--- src/rtl/ex_defs_pkg.sv ---
// Shared encodings for the execute stage: ALU operations, funct/aluop codes,
// FSM states and the EX/MEM load selector.
package ex_defs;

  typedef enum logic [2:0] {
    ALU_ADD,
    ALU_SUB,
    ALU_AND,
    ALU_OR,
    ALU_SLT,
    ALU_MUL
  } alu_op_e;

  localparam logic [5:0] FUNCT_ADD = 6'h20;
  localparam logic [5:0] FUNCT_SUB = 6'h22;
  localparam logic [5:0] FUNCT_AND = 6'h24;
  localparam logic [5:0] FUNCT_OR  = 6'h25;
  localparam logic [5:0] FUNCT_SLT = 6'h2A;
  localparam logic [5:0] FUNCT_MUL = 6'h18;

  localparam logic [1:0] ALUOP_ADD   = 2'b00;
  localparam logic [1:0] ALUOP_SUB   = 2'b01;
  localparam logic [1:0] ALUOP_RTYPE = 2'b10;
  localparam logic [1:0] ALUOP_ADD2  = 2'b11;

  typedef enum logic [1:0] {
    ST_IDLE,
    ST_MUL,
    ST_DONE
  } ex_state_e;

  typedef enum logic [1:0] {
    LD_ALU,
    LD_BUBBLE,
    LD_MUL
  } ld_sel_e;

  function automatic alu_op_e alu_decode(input logic [1:0] aluop, input logic [5:0] funct);
    alu_op_e op;
    op = ALU_ADD;
    if (aluop == ALUOP_SUB) begin
      op = ALU_SUB;
    end else if (aluop == ALUOP_RTYPE) begin
      case (funct)
        FUNCT_ADD: op = ALU_ADD;
        FUNCT_SUB: op = ALU_SUB;
        FUNCT_AND: op = ALU_AND;
        FUNCT_OR:  op = ALU_OR;
        FUNCT_SLT: op = ALU_SLT;
        FUNCT_MUL: op = ALU_MUL;
        default:   op = ALU_ADD;
      endcase
    end
    return op;
  endfunction

endpackage

--- src/rtl/ex_stage_mul_iter.sv ---
// Iterative shift-add multiplier: one partial product per cycle, low 32 bits kept.
module mul_iter #(
  parameter int unsigned MUL_CYCLES = 32
) (
  input  logic        clk_i,
  input  logic        rst_i,
  input  logic        start_i,
  input  logic [31:0] mcand_i,
  input  logic [31:0] mplier_i,
  output logic        busy_o,
  output logic        done_o,
  output logic [31:0] product_o
);

  localparam int unsigned CW = $clog2(MUL_CYCLES);

  logic [31:0]   mcand_q;
  logic [31:0]   mplier_q;
  logic [31:0]   acc_q;
  logic [CW-1:0] cnt_q;
  logic          busy_q;

  always_ff @(posedge clk_i) begin
    if (rst_i) begin
      busy_q   <= 1'b0;
      cnt_q    <= '0;
      acc_q    <= '0;
      mcand_q  <= '0;
      mplier_q <= '0;
    end else if (start_i && !busy_q) begin
      mcand_q  <= mcand_i;
      mplier_q <= mplier_i;
      acc_q    <= '0;
      cnt_q    <= '0;
      busy_q   <= 1'b1;
    end else if (busy_q) begin
      if (mplier_q[0]) acc_q <= acc_q + mcand_q;
      mcand_q  <= mcand_q << 1;
      mplier_q <= mplier_q >> 1;
      cnt_q    <= cnt_q + CW'(1);
      if (done_o) busy_q <= 1'b0;
    end
  end

  // done_o marks the cycle whose edge performs the final iteration;
  // product_o is complete from the following cycle on.
  assign busy_o    = busy_q;
  assign done_o    = busy_q && (cnt_q == CW'(MUL_CYCLES - 1));
  assign product_o = acc_q;

endmodule

--- src/rtl/ex_stage.sv ---
// Execute stage: operand forwarding, ALU, iterative MUL with front-end stall,
// and the EX/MEM pipeline register.
module ex_stage
  import ex_defs::*;
#(
  parameter int unsigned MUL_CYCLES = 32
) (
  input  logic        clk_i,
  input  logic        rst_i,
  input  logic        regdst_i,
  input  logic        alusrc_i,
  input  logic        memtoreg_i,
  input  logic        regwrite_i,
  input  logic        memread_i,
  input  logic        memwrite_i,
  input  logic [1:0]  aluop_i,
  input  logic [31:0] RS_i,
  input  logic [31:0] RT_i,
  input  logic [31:0] signextend_i,
  input  logic [4:0]  RSaddr_i,
  input  logic [4:0]  RTaddr_i,
  input  logic [4:0]  RDaddr_i,
  input  logic        memwb_regwrite_i,
  input  logic [4:0]  memwb_rd_i,
  input  logic [31:0] memwb_data_i,
  output logic        stall_o,
  output logic        memtoreg_o,
  output logic        regwrite_o,
  output logic        memread_o,
  output logic        memwrite_o,
  output logic [31:0] aluresult_o,
  output logic [31:0] wdata_o,
  output logic [4:0]  rd_o
);

  alu_op_e     alu_op;
  logic [31:0] fwd_a;
  logic [31:0] fwd_b;
  logic [31:0] op_b;
  logic [31:0] alu_res;
  logic [4:0]  dest;

  ex_state_e   state_q;
  ex_state_e   state_d;
  ld_sel_e     ld_sel;
  logic        mul_start;
  logic        mul_busy;
  logic        mul_done;
  logic [31:0] mul_prod;

  assign alu_op = alu_decode(aluop_i, signextend_i[5:0]);

  always_comb begin
    fwd_a = RS_i;
    if (regwrite_o && rd_o != '0 && rd_o == RSaddr_i) fwd_a = aluresult_o;
    else if (memwb_regwrite_i && memwb_rd_i != '0 && memwb_rd_i == RSaddr_i) fwd_a = memwb_data_i;

    fwd_b = RT_i;
    if (regwrite_o && rd_o != '0 && rd_o == RTaddr_i) fwd_b = aluresult_o;
    else if (memwb_regwrite_i && memwb_rd_i != '0 && memwb_rd_i == RTaddr_i) fwd_b = memwb_data_i;

    op_b = alusrc_i ? signextend_i : fwd_b;
    dest = regdst_i ? RDaddr_i : RTaddr_i;
  end

  always_comb begin
    alu_res = fwd_a + op_b;
    case (alu_op)
      ALU_SUB: alu_res = fwd_a - op_b;
      ALU_AND: alu_res = fwd_a & op_b;
      ALU_OR:  alu_res = fwd_a | op_b;
      ALU_SLT: alu_res = {31'b0, ($signed(fwd_a) < $signed(op_b))};
      default: alu_res = fwd_a + op_b;
    endcase
  end

  mul_iter #(
    .MUL_CYCLES(MUL_CYCLES)
  ) u_mul (
    .clk_i    (clk_i),
    .rst_i    (rst_i),
    .start_i  (mul_start),
    .mcand_i  (fwd_a),
    .mplier_i (op_b),
    .busy_o   (mul_busy),
    .done_o   (mul_done),
    .product_o(mul_prod)
  );

  // In DONE the inputs still hold the frozen MUL, so it is retired rather than restarted.
  always_comb begin
    state_d   = state_q;
    stall_o   = 1'b0;
    mul_start = 1'b0;
    ld_sel    = LD_ALU;
    case (state_q)
      ST_IDLE: begin
        if (alu_op == ALU_MUL) begin
          ld_sel = LD_BUBBLE;
          if (regwrite_i && !mul_busy) begin
            mul_start = 1'b1;
            stall_o   = 1'b1;
            state_d   = ST_MUL;
          end
        end
      end
      ST_MUL: begin
        stall_o = 1'b1;
        ld_sel  = LD_BUBBLE;
        if (mul_done) state_d = ST_DONE;
      end
      ST_DONE: begin
        ld_sel  = LD_MUL;
        state_d = ST_IDLE;
      end
      default: state_d = ST_IDLE;
    endcase
    if (rst_i) begin
      stall_o   = 1'b0;
      mul_start = 1'b0;
    end
  end

  always_ff @(posedge clk_i) begin
    if (rst_i) begin
      state_q     <= ST_IDLE;
      memtoreg_o  <= 1'b0;
      regwrite_o  <= 1'b0;
      memread_o   <= 1'b0;
      memwrite_o  <= 1'b0;
      aluresult_o <= '0;
      wdata_o     <= '0;
      rd_o        <= '0;
    end else begin
      state_q <= state_d;
      case (ld_sel)
        LD_ALU, LD_MUL: begin
          memtoreg_o  <= memtoreg_i;
          regwrite_o  <= regwrite_i;
          memread_o   <= memread_i;
          memwrite_o  <= memwrite_i;
          aluresult_o <= (ld_sel == LD_MUL) ? mul_prod : alu_res;
          wdata_o     <= fwd_b;
          rd_o        <= dest;
        end
        default: begin
          memtoreg_o <= 1'b0;
          regwrite_o <= 1'b0;
          memread_o  <= 1'b0;
          memwrite_o <= 1'b0;
        end
      endcase
    end
  end

endmodule
--- config.mk ---
export PLATFORM = sky130hd
export DESIGN_NAME = ex_stage
export DESIGN_NICKNAME = d
export VERILOG_FILES = /design/src/rtl/ex_defs_pkg.sv /design/src/rtl/ex_stage_mul_iter.sv /design/src/rtl/ex_stage.sv
export SDC_FILE = /design/constraint.sdc
export NUM_CORES = 1
export LEC_CHECK = 0
export ABC_AREA = 0
export BUFFER_PORTS_ARGS = -buffer_cell sky130_fd_sc_hd__buf_2
export CAP_MARGIN = 20
export CORE_MARGIN = 4
export CORE_UTILIZATION = 59
export DETAILED_ROUTE_END_ITERATION = 10
export HOLD_SLACK_MARGIN = 0.15
export PLACE_DENSITY = 0.85
export SYNTH_ARGS = -nofsm -noshare
export SYNTH_HDL_FRONTEND = slang
export SYNTH_SLANG_ARGS = --single-unit
--- constraint.sdc ---
create_clock -name clk_i -period 7 [get_ports clk_i]
set_input_delay 1.4 -clock clk_i [delete_from_list [all_inputs] [get_ports clk_i]]
set_output_delay 1.4 -clock clk_i [all_outputs]
set_load 0.01 [all_outputs]
==> reports/metrics.csv, run 1 <==
stage,metric,value,unit
outcome,status,"finished, final reports clean",
min_path,whs_path_depth,2,
synth,ys_top_cells_by_count,"263 x nand2_1, 187 x a21oi_1, 177 x dfxtp_1, 168 x nor2_1, 162 x o21ai_0",
detailed_routing,drtPass1Iterations,6,
floorplan,ioPinCount,233,
clocking,htreeDepth,4,
worst_setup_path,r2r_start,rd_o[1],
sta,setup_tns,0,ps
clocking,ctsRootBufferMaster,clkbuf_16,
floorplan,die_area,28650,um2
grt,antenna_found_initial,4,
synth,ys_seq_elements,177,
placed_design,gp_congestion,1.024,
power,power.share.sequential,0.355,
power,power_density,178.6,nW/um2
detailed_routing,num_vias,17440,
sta,fin_crit_sh,0.8934,
grt,grt_usage,0.4126,
synth,synth_edf_count,0,
worst_setup_path,arrival,6590,ps
grt,grt_pass1_vias,16200,
worst_setup_path,path_cells,buf_2 -> or4_1 -> o21ai_1 -> nor4_4 -> buf_4 -> mux2i_1 -> o21ai_0 -> mux2_2 -> inv_1 -> fa_1 -> a211oi_1 -> o21ai_1 -> a2111oi_0 -> a311o_2 -> o41ai_1 -> buf_4 -> a21oi_1 -> o21ai_0 -> a2111oi_2 -> and3b_1,
finish,area_growth,14.30,%
synth,yosysSeqAreaShare,0.2310,
sta,period_minus_slack,6254,ps
detailed_routing,drc,0,
detailed_routing,wl_per_cell,23.90,um
worst_setup_path,worst-r2r-setup-slack,1450,ps
clocking,post_cts_resized,0,
placed_design,dp_hpwl,45.35,mm
power,power.share.switching,0.3867,
clocking,cts.reportedPaths.clkPinSlew,90,ps
detailed_routing,ant_nets,0,
finish,final_net_count,2535,
sta,rsz0062_at_grt,false,
finish,drive_gt1_frac,0.1755,
worst_setup_path,worstSetupPathType,input port to flip-flop,
synth,synth_area_leaders,"dfxtp_1 23%, ha_1 11%, nand2_1 6.4%",
min_path,hold_class,flip-flop to flip-flop,
power,p_switching,1.211,mW
grt,grt_util_met2,0.6452,
grt,grt_max_degree,74,
power,power,3.132,mW
worst_setup_path,reg2reg_depth,19,
sta,slew_viol_final,0,
power,power_leakage,7.752,nW
power,p_comb_frac,0.309,
finish,n_fill_cell,2141,
sta,max_freq,159.9,MHz
clocking,cts_setup_buffers,0,
synth,netlist_area,15340,um2
sta,fin_skew,18.21,ps
worst_setup_path,max_stage_delay,510,ps
floorplan,die_w,169.3,um
clocking,worstSkewPairLatency,460,ps
grt,grt_util_met1,0.5342,
sta,relSlewSlack,0.2148,
grt,grt_pass1_wl,93.56,mm
sta,setup_viol,0,
floorplan,fp.dieH,169.3,um
detailed_routing,drtIter0Drc,2073,
floorplan,core-area,25400,um2
clocking,cts_tree,done,
floorplan,initial_core_util,0.6040,
floorplan,rows,58,
finish,antenna_cells,0,
synth,synth.most_common_cell,nand2_1,
grt,overflow,0,
worst_setup_path,end_kind,flip-flop,
min_path,min_to,wdata_o[2],
worst_setup_path,crit_path_max_fanout,10,
clocking,cts_buffers,17,
sta,hold_viol,0,
clocking,cts_sinks,177,
grt,grt.met3_usage,0.09061,
clocking,postCtsHoldBufs,0,
clocking,cts_buffer_depth,2,
synth,synth.distinct_cells,90,
worst_setup_path,r2r-end,aluresult_o[30],
detailed_routing,viasPerCell,6.740,
synth,ys_warn_count,0,
min_path,hp-start,wdata_o[2],
placed_design,io_buffers,232,
power,ir_drop,0.0001541,V
synth,synth_cells,2072,
finish,fin_cells,2587,
synth,syn_avg_cell_area,7.405,um2
worst_setup_path,crit_slowest_cell,or4_1,
sta,worstMarginPinSlew,1178,ps
worst_setup_path,cp.required,7340,ps
synth,synth-main-ff-cell,dfxtp_1,
synth,yosys.area.top_type_share,0.2310,
synth,yosys.area.top_type,dfxtp_1,
placed_design,dp.cells,2555,
synth,async_flop_share,0,
worst_setup_path,crit_path_start_kind,input port,
power,pwr-share-clk,0.336,
grt,gr-max-usage-layer,met2,
synth,syn-num-nets,2363,
power,p_int,1.921,mW
flow_run,maxCapViolCount,0,
detailed_routing,wl,61.83,mm
-- power groups by stage --
stage	Sequential (mW)	Combinational (mW)	Clock (mW)
detailed placement	1.13	0.931	0
floorplan	1.13	0.578	0
CTS	1.11	0.939	1.05
finish	1.11	0.969	1.05
global route	1.12	1.04	1.09
global placement	1.13	0.922	0
-- through the flow --
| step | area (um2) | setup slack, ps | hold slack, ps | utilization |
|---|---|---|---|---|
| after global placement | 16910 | 586.7 | 436.9 | 0.6657 |
| after floorplan | 15340 | 1272 | 446.0 | - |
| after CTS | 17540 | 884.8 | 458.0 | 0.6904 |
| after detailed placement | 16910 | 443.9 | 445.2 | 0.6657 |
| after global routing | 17540 | 555.8 | 480.1 | 0.6904 |
| final | 17540 | 746.2 | 456.7 | 0.6904 |
-- cell type report --
| type | instances | area [um2] | area share |
|---|---|---|---|
| inverter | 116 | 435.4 | 0.02483 |
| sequential | 177 | 3545 | 0.2021 |
| clock inverter | 15 | 201.4 | 0.01149 |
| timing repair buffer | 300 | 1674 | 0.09547 |
| clock buffer | 17 | 425.4 | 0.02426 |
| multi-input combinational | 1632 | 10840 | 0.6183 |
| tap | 330 | 412.9 | 0.02355 |
-- cell families after synthesis --
family	after synthesis	share of synthesized area
DFF	177	0.2310
buffers and inverters	263	0.06638
and+or+nand+nor	673	0.2046
muxes	111	0.07495
adders and majority gates	132	0.1091
AOI/OAI and AO/OA	669	0.2867
xor gates and xnor gates	47	0.02732
-- registers in the layout (all words and copies together), names as in the netlist --
signal	count
u_mul.mplier_q	32
wdata_o	32
u_mul.product_o	32
rd_o	5
state_q	2
u_mul.busy_o	1
memtoreg_o	1
regwrite_o	1
memwrite_o	1
memread_o	1
u_mul.mcand_q	32
u_mul.cnt_q	5
aluresult_o	32
-- cells in the final DEF (no fill, tap or decap), types with 10 or more instances in the layout --
| cell type | count |
|---|---|
| nand2_1 | 263 |
| nor2b_1 | 16 |
| o21ai_0 | 162 |
| mux2_2 | 30 |
| buf_4 | 69 |
| o21a_1 | 12 |
| and3_1 | 68 |
| ha_1 | 129 |
| xor2_1 | 17 |
| a221oi_1 | 72 |
| and2_1 | 13 |
| o31ai_1 | 10 |
| mux2i_1 | 80 |
| nor2_1 | 168 |
| o21bai_1 | 17 |
| dfxtp_1 | 176 |
| o221ai_1 | 20 |
| clkbuf_16 | 17 |
| a211oi_1 | 34 |
| a21o_1 | 22 |
| o211ai_1 | 16 |
| nand4_1 | 10 |
| xnor2_1 | 28 |
| nand2b_1 | 16 |
| nor3_1 | 30 |
| buf_2 | 231 |
| a21oi_1 | 186 |
| nand3_1 | 34 |
| inv_1 | 116 |
| o22ai_1 | 10 |
| a31oi_1 | 13 |
-- layer usage --
layer / wire (um) / up-vias / share of wire
li1: - / 7846 / -
met5: 41 / - / 0.00066
met3: 7076 / 247 / 0.11
met4: 3807 / 6 / 0.062
met1: 23740 / 8109 / 0.38
met2: 27160 / 1228 / 0.44
-- worst max-delay path, delay by kind of cell --
family	cells	cell delay, ps
buffers and inverters	4	610
AO/OA/AOI/OAI	10	2860
adder cells (fa/ha/maj)	1	440
multiplexers	2	390
AND/OR/NAND/NOR	3	870
-- worst max-delay path by stage --
stage | startpoint | to | slack [ps] | cells past startpoint
after global placement | memwb_rd_i[1] | aluresult_o[30] | 590 | 20
after floorplan | RSaddr_i[4] | aluresult_o[30] | 1270 | 18
final | memwb_rd_i[1] | aluresult_o[30] | 750 | 20
after global routing | memwb_rd_i[1] | aluresult_o[27] | 560 | 17
after detailed placement | memwb_rd_i[1] | aluresult_o[30] | 440 | 20
after CTS | memwb_rd_i[1] | aluresult_o[30] | 880 | 20
No activity file was read; power rests on OpenSTA's default activity.
==> run 2: changes to the inputs <==
--- a/config.mk
+++ b/config.mk
@@ -13,6 +13,7 @@
 export DETAILED_ROUTE_END_ITERATION = 10
 export HOLD_SLACK_MARGIN = 0.15
 export PLACE_DENSITY = 0.85
+export RECOVER_POWER = 50
 export SYNTH_ARGS = -nofsm -noshare
 export SYNTH_HDL_FRONTEND = slang
 export SYNTH_SLANG_ARGS = --single-unit
==> reports/metrics.csv, run 2 (same netlist as run 1, synthesis figures left out) <==
stage,metric,value,unit,change
outcome,status,finished with violations,,
outcome,violations,"max-capacitance violations, max-slew violations",,
clocking,cts_tree,done,,
finish,final_common_cell,nand2_1,,
clocking,cts_buffers,17,,unchanged
sta,fin_skew,20.75,ps,+2.541 ps
worst_setup_path,startpoint,signextend_i[0],,
clocking,htreeDepth,4,,unchanged
power,p_switching,1.215,mW,+0.32%
clocking,cts_sinks,177,,unchanged
detailed_routing,wl,62.15,mm,+0.53%
power,ir_drop,0.0001541,V,about the same
sta,setup_tns,0,ps,unchanged
grt,grt_max_degree,74,,unchanged
clocking,postCtsHoldBufs,0,,unchanged
worst_setup_path,max_stage_delay,2630,ps,+2120 ps
detailed_routing,ant_nets,0,,unchanged
power,p_comb_frac,0.307,,-0.002
floorplan,fp.dieH,169.3,um,unchanged
floorplan,die_w,169.3,um,unchanged
clocking,cts_buffer_depth,2,,unchanged
grt,grt_pass1_wl,93.56,mm,unchanged
placed_design,dp_hpwl,45.35,mm,unchanged
sta,worstMarginPinSlew,3694,ps,+2517 ps
finish,n_fill_cell,2186,,+2.1%
detailed_routing,drtPass1Iterations,7,,+1
power,p_int,1.910,mW,-0.60%
power,power.share.switching,0.3888,,+0.002168
sta,slew_viol_final,189,,+189
worst_setup_path,r2r_start,rd_o[1],,
power,power_density,179.4,nW/um2,+0.47%
clocking,cts_setup_buffers,0,,unchanged
worst_setup_path,cp.required,7340,ps,about the same
floorplan,ioPinCount,233,,unchanged
finish,final_util,0.6855,,-0.004877
min_path,hp-start,wdata_o[1],,
worst_setup_path,arrival,6810,ps,+220 ps
floorplan,rows,58,,unchanged
sta,hold_viol,0,,unchanged
detailed_routing,drtIter0Drc,2131,,+2.8%
worst_setup_path,crit_slowest_cell,clkbuf_1,,
clocking,ctsRootBufferMaster,clkbuf_16,,
finish,area_growth,13.49,%,
worst_setup_path,end_kind,flip-flop,,
min_path,hold_class,flip-flop to flip-flop,,
placed_design,io_buffers,232,,unchanged
flow_run,maxCapViolCount,4,,+4
finish,drive_gt1_frac,0.1405,,-0.03500
worst_setup_path,path_delay_family,buffers and inverters,,
clocking,worstSkewPairLatency,460,ps,about the same
finish,layout_common_cells,"263 x nand2_1, 187 x a21oi_1, 176 x dfxtp_1, 168 x nor2_1, 162 x o21ai_0",,
detailed_routing,viasPerCell,6.742,,about the same
power,pwr-share-clk,0.336,,about the same
floorplan,initial_core_util,0.6040,,unchanged
worst_setup_path,crit_buf_inv,3,,-1
grt,grt_pass1_vias,16200,,unchanged
sta,max_freq,154.5,MHz,-3.4%
sta,worst_slack,527.8,ps,-218.5 ps
sta,fin_crit_sh,0.9246,,+0.03121
detailed_routing,drc,0,,unchanged
worst_setup_path,path_cells,buf_2 -> clkbuf_1 -> nor4b_1 -> nand3_1 -> a21oi_1 -> clkbuf_1 -> a22oi_1 -> a21oi_1,,
finish,final_net_count,2535,,unchanged
placed_design,post-place-ws,443.9,ps,unchanged
power,power_leakage,7.468,nW,-3.7%
floorplan,core-area,25400,um2,unchanged
grt,grt_usage,0.4126,,unchanged
sta,setup_viol,0,,unchanged
clocking,cts.reportedPaths.clkPinSlew,90,ps,about the same
floorplan,die_area,28650,um2,unchanged
grt,antenna_found_initial,4,,unchanged
clocking,post_cts_resized,0,,unchanged
sta,period_minus_slack,6472,ps,+218.5 ps
grt,overflow,0,,unchanged
detailed_routing,wl_per_cell,24.02,um,+0.49%
worst_setup_path,worstSetupPathType,input port to flip-flop,,
worst_setup_path,crit_path_start_kind,input port,,
sta,rsz0062_at_grt,false,,
sta,relSlewSlack,-1.463,,-1.678
placed_design,gp_congestion,1.024,,unchanged
power,power.share.sequential,0.356,,about the same
detailed_routing,num_vias,17450,,+0.069%
worst_setup_path,crit_path_max_fanout,61,,+51
==> run 2: cell count changes in the layout (fill, tap and decap cells not counted) <==
| cell | before | now |
|---|---|---|
| a21oi_1 | 186 | 187 |
| a21oi_4 | 1 | 0 |
| and2_0 | 0 | 5 |
| and2_1 | 13 | 8 |
| buf_2 | 231 | 158 |
| buf_4 | 69 | 64 |
| clkbuf_1 | 0 | 77 |
| clkbuf_2 | 0 | 1 |
| diode_2 | 0 | 1 |
| nor4b_1 | 0 | 1 |
| nor4b_2 | 1 | 0 |
==> run 2: final timing paths <==
kind,endpoint,slack (ps),cells after the start
setup / recovery,aluresult_o[19],530,8
hold / removal,wdata_o[1],460,2
setup reg to reg,aluresult_o[30],1460,19
hold reg to reg,wdata_o[1],460,2
==> run 2: stage by stage <==
stage / hold WS, ps / cells / cell area [um2] / total power, mW
2_1_floorplan: 446.0 / 2072 / 15340 / 1.707
3_3_place_gp: 436.9 / 2555 / 16910 / 2.052
3_5_place_dp: 445.2 / 2555 / 16910 / 2.064
4_1_cts: 458.0 / 2587 / 17540 / 3.100
5_1_grt: 483.1 / 2588 / 17410 / 3.231
6_report: 458.3 / 2588 / 17410 / 3.124
==> run 2: cell type report <==
class / count / area (um2) / area share
tap: 330 / 412.9 / 0.02371
multi-input combinational: 1632 / 10820 / 0.6217
timing repair buffer: 300 / 1565 / 0.08990
clock buffer: 17 / 425.4 / 0.02443
inverter: 116 / 435.4 / 0.02501
clock inverter: 15 / 201.4 / 0.01157
sequential: 177 / 3545 / 0.2036
antenna: 1 / 2.502 / 0.0001437
==> run 2: metal layers <==
metal,track usage,routed length [um],vias to the layer above
li1,-,-,7859
met1,0.5342,24340,8196
met2,0.6452,27360,1149
met3,0.09061,6606,238
met4,0.2177,3741,6
met5,0,108,-
==> run 2: power groups by stage <==
stage	logic, mW	registers [mW]	clock network [mW]
after CTS	0.939	1.11	1.05
after global placement	0.922	1.13	0
after floorplan	0.578	1.13	0
after detailed placement	0.931	1.13	0
after global routing	1.03	1.12	1.09
final	0.960	1.11	1.05
==> run 2: worst register-to-register path: stages (launching register included) <==
cell	delay (ps)
dfxtp_1	380
or4_1	530
o21ai_1	300
nor4_4	90
buf_4	250
o21ai_0	260
mux2_2	240
ha_1	180
inv_1	70
fa_1	480
a211oi_1	430
o21ai_1	200
a2111oi_0	440
a311o_2	250
o41ai_1	100
buf_4	150
a21oi_1	300
o21ai_0	200
a2111oi_2	360
and3b_1	210
